===== src/rtl/branch_resolver.sv =====
// rtl/branch_resolver.sv - decode-stage branch prediction resolver with fetch redirect and statistics
module branch_resolver (
   input  logic        clk,
   input  logic        reset,
   input  logic        predictionF,
   input  logic [31:0] predictedPCF,
   input  logic        stallD,
   input  logic [31:0] PCD,
   input  logic        isBranchD,
   input  logic        branchTakenD,
   input  logic [31:0] branchTargetD,
   output logic        redirectF,
   output logic [31:0] redirectPC,
   output logic        flushD,
   output logic        updateBTB,
   output logic [31:0] branchCount,
   output logic [31:0] mispredictCount
);

   typedef enum logic {RUN = 1'b0, SQUASH = 1'b1} state_t;

   state_t      state_q, state_d;
   logic        valid_q, valid_d;
   logic        prediction_q, prediction_d;
   logic [31:0] predicted_pc_q, predicted_pc_d;
   logic [31:0] branch_cnt_q, branch_cnt_d;
   logic [31:0] mispredict_cnt_q, mispredict_cnt_d;

   logic        resolve;
   logic        taken_actual;
   logic        mispredict;
   logic [31:0] pc_plus4;
   logic [31:0] redirect_pc;

   // Compare the carried prediction against the decode outcome and pick the corrected PC.
   // The SQUASH term is redundant with valid_q=0 but keeps the one-redirect-per-two-cycles
   // guarantee independent of the D-register update path.
   always_comb begin
      resolve      = valid_q & ~stallD & (state_q == RUN);
      taken_actual = isBranchD & branchTakenD;
      pc_plus4     = PCD + 32'd4;
      mispredict   = 1'b0;
      redirect_pc  = 32'd0;
      if (resolve) begin
         if (prediction_q && !taken_actual) begin
            mispredict  = 1'b1;
            redirect_pc = pc_plus4;
         end else if (!prediction_q && taken_actual) begin
            mispredict  = 1'b1;
            redirect_pc = branchTargetD;
         end else if (prediction_q && taken_actual && (predicted_pc_q != branchTargetD)) begin
            mispredict  = 1'b1;
            redirect_pc = branchTargetD;
         end
      end
   end

   assign redirectF       = mispredict;
   assign flushD          = mispredict;
   assign redirectPC      = redirect_pc;
   assign updateBTB       = resolve & isBranchD;
   assign branchCount     = branch_cnt_q;
   assign mispredictCount = mispredict_cnt_q;

   // Next-state for the squash FSM, D-stage prediction registers and statistics counters.
   always_comb begin
      state_d          = state_q;
      valid_d          = valid_q;
      prediction_d     = prediction_q;
      predicted_pc_d   = predicted_pc_q;
      branch_cnt_d     = branch_cnt_q;
      mispredict_cnt_d = mispredict_cnt_q;

      case (state_q)
         RUN:     if (mispredict) state_d = SQUASH;
         SQUASH:  state_d = RUN;
         default: state_d = RUN;
      endcase

      if (flushD) begin
         valid_d        = 1'b0;
         prediction_d   = 1'b0;
         predicted_pc_d = 32'd0;
      end else if (!stallD) begin
         valid_d        = 1'b1;
         prediction_d   = predictionF;
         predicted_pc_d = predictedPCF;
      end

      if (updateBTB) branch_cnt_d     = branch_cnt_q + 32'd1;
      if (redirectF) mispredict_cnt_d = mispredict_cnt_q + 32'd1;
   end

   // State register: synchronous reset clears everything and returns the FSM to RUN.
   always_ff @(posedge clk) begin
      if (reset) begin
         state_q          <= RUN;
         valid_q          <= 1'b0;
         prediction_q     <= 1'b0;
         predicted_pc_q   <= 32'd0;
         branch_cnt_q     <= 32'd0;
         mispredict_cnt_q <= 32'd0;
      end else begin
         state_q          <= state_d;
         valid_q          <= valid_d;
         prediction_q     <= prediction_d;
         predicted_pc_q   <= predicted_pc_d;
         branch_cnt_q     <= branch_cnt_d;
         mispredict_cnt_q <= mispredict_cnt_d;
      end
   end

endmodule


===== config.mk =====
export PLATFORM = sky130hd
export DESIGN_NAME = branch_resolver
export DESIGN_NICKNAME = d
export VERILOG_FILES = /design/src/rtl/branch_resolver.sv
export SDC_FILE = /design/constraint.sdc
export NUM_CORES = 1
export LEC_CHECK = 0
export BUFFER_PORTS_ARGS = -buffer_cell sky130_fd_sc_hd__buf_2
export CORE_ASPECT_RATIO = 1.25
export CORE_MARGIN = 10
export CORE_UTILIZATION = 50
export CTS_BUF_LIST = sky130_fd_sc_hd__clkbuf_16
export DETAILED_ROUTE_END_ITERATION = 7
export PLACE_DENSITY = 0.82
export SYNTH_ARGS = -nofsm -noshare
export SYNTH_HDL_FRONTEND = slang
export SYNTH_SLANG_ARGS = --single-unit

===== constraint.sdc =====
create_clock -name clk -period 3.63 [get_ports clk]
set_input_delay 1.089 -clock clk [delete_from_list [all_inputs] [get_ports clk]]
set_output_delay 1.089 -clock clk [all_outputs]
set_load 0.05 [all_outputs]

After elaboration in Yosys (flattened, before gate mapping). Cells that the tools add are included.

Register bits: 99. Input port bits: 102. Logic and storage cells: 33.

Equal/unequal tests: 1. Mux-type cells: 10. Add/subtract/negate cells: 3. Reductions and logical operators: 7. Bitwise operators: 6.

Operator list (count): 32-bit 2-to-1 mux (4); 32-bit by 1-bit adder with 32-bit output (second input constant) (2); 32-bit by 3-bit adder with 32-bit output (second input constant) (1); 32-bit inequality test (1); 1-bit 2-to-1 mux (5); 1-bit bitwise AND (4); 1-bit logical AND (4); 1-bit zero test (2); 1-bit inverter (2); 1-bit case mux with 2 select lines (1); 2-bit OR reduction (1).

Logic depth before layout (Yosys ltp).
Depth after elaboration: 9. Depth in mapped cells: 10. Depth with buffers taken out: 8.

Least setup slack after synthesis. Ideal clock, no wire load.

Path type: in2out. Start: input port PCD[2]. End: output port redirectPC[26]. Data arrival time: 3.304 ns. Required time: 2.541 ns. Stages on the path: 6. Setup slack: -0.763 ns. Cells stage by stage: ha_1 -> nand3_1 -> nor3_1 -> nand3_1 -> xor2_1 -> a211oi_1.

Word-level cells in the longest chain between the ends: 3.

RTL lines: start, declared (line 8) `input logic [31:0] PCD,`; 32-bit by 3-bit adder with 32-bit output (line 41) `pc_plus4 = PCD + 32'd4;`; 32-bit 2-to-1 mux (line 45) `if (prediction_q && !taken_actual) begin`; 32-bit 2-to-1 mux (line 44) `if (resolve) begin`; end, declared (line 13) `output logic [31:0] redirectPC,`.

No other way between the ends.

Worst setup path in the final report.
Start: input port branchTargetD[0]. End: output port redirectPC[1].

Word-level cells in the longest chain between the ends: 6.

RTL lines: start, declared (line 11) `input logic [31:0] branchTargetD,`; 32-bit inequality test (line 51) `end else if (prediction_q && taken_actual && (predicted_pc_q != branchTargetD)) begin`; 1-bit logical AND (line 51); 32-bit 2-to-1 mux (line 51); 32-bit 2-to-1 mux (line 48) `end else if (!prediction_q && taken_actual) begin`; 32-bit 2-to-1 mux (line 45); 32-bit 2-to-1 mux (line 44).

No other way between the ends.

==> out/metrics.csv <==
stage,metric,value,unit
clocking,cts-root-buf,clkbuf_16,
yosys,ys.flop_type,dfxtp_1,
sta,fin_crit,3.883,ns
power_and_ir_drop,clock_power_share,0.376,
yosys,synthesis.area,5528,um^2
placement,dp.final_hpwl,15330,um
die,die-area,15690,um^2
worst_setup_path,cp-start-kind,input port,
die,core_area,10720,um^2
routing,ant_nets,0,
power_and_ir_drop,finalPower,0.002537,W
status,status,finished with violations,
routing,viasPerCell,5.594,
worst_setup_path,crit_path_max_fanout,4,
final_layout,regArea,1982,um^2
sta,report.final.setup_viol,34,
power_and_ir_drop,switching_power,0.0007386,W
power_and_ir_drop,leakage,3.501,nW
power_and_ir_drop,ir_drop,195.6,uV
routing,first_pass_iters,4,
sta,setup_ws,-0.2528,ns
sta,finalClockSkew,0.01096,ns
final_layout,layout-drive-gt1-share,0.3869,
placement,place_area,7380,um^2
placement,post-place-cells,1022,
power_and_ir_drop,swShare,0.2912,
clocking,clk_latency,0.36,ns
yosys,synth_edf_count,0,
clocking,cts_hold_buf,0,
final_layout,mostFrequentLayoutCell,buf_2,
routing,drt_iter0_markers,325,
yosys,ys_types,53,
routing,drc,0,
clocking,cts_tree,yes,
placement,gp_congestion,0.9378,
clocking,cts.sinks,99,
final_layout,num-fill-cells,754,
sta,slew_viol_final,0,
final_layout,nNetsFinal,1015,
sta,fmax,257.5,MHz
final_layout,syn_to_final_growth,47.71,%
global_routing,grt_pass1_vias,6266,
yosys,avgSynthCellArea,8.375,um^2
final_layout,final_area,8165,um^2
clocking,cts_buffers,9,
sta,worst_slew_pin_slew,0.5849,ns
clocking,path_clk_slew,0.07,ns
power_and_ir_drop,p_comb_frac,0.177,
power_and_ir_drop,p_int,0.001798,W
status,violations,negative setup slack,
worst_setup_path,slowest_stage,and3_2,
clocking,h-tree-depth,3,
sta,rsz0062_at_grt,yes,
yosys,syn_inst,660,
power_and_ir_drop,power_frac_seq,0.447,
clocking,clock_path_buffers,2,
die,initial_utilization,0.5156,
yosys,async_flop_share,0,
worst_setup_path,crit_arrival,2.79,ns
routing,avgRoutedWirePerCell,18.98,um
hold_path,hold_class,reg -> reg,
final_layout,final_cell_mix,"buf_2, nor2_1, dfxtp_1",
yosys,synth_nets,765,
die,num_rows,42,
worst_setup_path,endpoint_kind,primary output,
worst_setup_path,crit_required,2.54,ns
sta,hold_viol,0,
routing,route.vias.total,5863,
die,die_y,137.6,um
worst_setup_path,max_stage_delay,0.25,ns
sta,period_share,1.070,
die,io_pins,201,
sta,relSlewSlack,0.6101,
yosys,synth_seq_area_share,0.3585,
die,die_w,114.0,um
final_layout,multi_input_area,3774,um^2
routing,wl,19890,um
global_routing,grt.overflow.total,0,
global_routing,grt_pass1_wl,31820,um
final_layout,stdcell_count,1048,
yosys,yosysWarnings,0,
placement,portBuffers,200,
global_routing,antenna_found_initial,1,
global_routing,grt_usage,0.2506,
worst_setup_path,path_cells,buf_2 > xnor2_1 > nand4_1 > a211oi_2 > nand4_2 > buf_4 > and3_2 > a32o_1 > buf_6,
worst_setup_path,worstSetupPathType,in -> out,
yosys,synth.ff_latch_count,99,
global_routing,grt_start_max_net_pins,58,
job,drv_cap,0,
power_and_ir_drop,p_per_area,310.6,nW/um^2
[through the flow]
stage / setup TNS, ns / util / worst slack (ns) / hold WS (ns)
floorplan: -0.7424 / - / -0.2069 / 0.4772
detailed placement: -17.00 / 0.6884 / -0.5249 / 0.4795
global placement: -15.56 / 0.6884 / -0.4809 / 0.4563
CTS: -6.815 / 0.7649 / -0.2526 / 0.4895
finish: -6.604 / 0.7617 / -0.2528 / 0.4805
global route: -8.955 / 0.7614 / -0.3113 / 0.5205
[path summary, 6_finish.rpt]
check	from	to	slack, ns	cells past startpoint
min reg2reg	mispredictCount[31]	mispredictCount[31]	0.48	2
max	branchTargetD[0]	redirectPC[1]	-0.25	9
max reg2reg	predicted_pc_q[23]	mispredictCount[3]	1.20	12
min	mispredictCount[31]	mispredictCount[31]	0.48	2
[area by class of cell]
type | count | area share
tap | 132 | 0.02023
inverter | 9 | 0.004137
antenna | 1 | 0.0003065
timing repair buffer | 277 | 0.2348
clock buffer | 9 | 0.02758
clock inverter | 7 | 0.008121
multi-input combinational | 514 | 0.4622
sequential | 99 | 0.2427
[Yosys cell counts, types with 6 or more instances]
cell type	n	share of area
and4_1	14	0.022
nor3_1	7	0.0063
mux2i_1	35	0.063
or3_1	12	0.014
or4_1	13	0.018
xnor2_1	41	0.065
buf_2	7	0.0063
a21oi_1	27	0.024
o31ai_1	14	0.019
o21ai_0	14	0.013
nand3_1	33	0.030
nand4_1	19	0.022
clkbuf_1	22	0.015
nor2_1	109	0.074
buf_4	6	0.0081
and3_1	12	0.014
nand2_1	47	0.032
dfxtp_1	99	0.36
inv_1	8	0.0054
a211oi_1	25	0.034
xor2_1	49	0.078
[power groups by stage]
stage	clock (W)	sequential, W	combinational [W]
CTS	0.000962	0.00113	0.000450
global route	0.00101	0.00114	0.000478
finish	0.000955	0.00113	0.000449
floorplan	0	0.00115	0.000230
detailed placement	0	0.00115	0.000403
global placement	0	0.00115	0.000394
[what timing repair did]
action,in CTS,in global routing
pin swaps,25,3
gates resized for setup,98,9
setup buffers,8,2
setup endpoints to repair,34,34
gates cloned,3,0
hold endpoints to repair,0,0
[registers in the layout, indices dropped and copies added, names as in the netlist]
name / flops
branchCount: 32
mispredictCount: 32
predicted_pc_q: 32
prediction_q: 1
state_q: 1
valid_q: 1
[critical path: cells and delay by family]
family / cells / cell delay (ns)
buffers and inverters: 3 / 0.45
XOR/XNOR: 1 / 0.19
AND/OR/NAND/NOR: 3 / 0.61
AO/OA/AOI/OAI: 2 / 0.45
[kinds of logic after synthesis]
group | synth area share
flip-flops | 0.3585
AO/OA/AOI/OAI | 0.1125
multiplexers | 0.06541
adder cells (fa/ha/maj) | 0.006791
AND/OR/NAND/NOR | 0.2737
buffers and inverters | 0.04051
XOR/XNOR | 0.1426
[per-layer routing]
metal  global-route usage  routed length, um  vias up
li1                     -                  -     2809
met1               0.2582               7198     2793
met2               0.4430              10210      218
met3              0.09704               1906       41
met4               0.1060                563        2
met5                    0                 13        -
(Power assumes the default switching activity.)
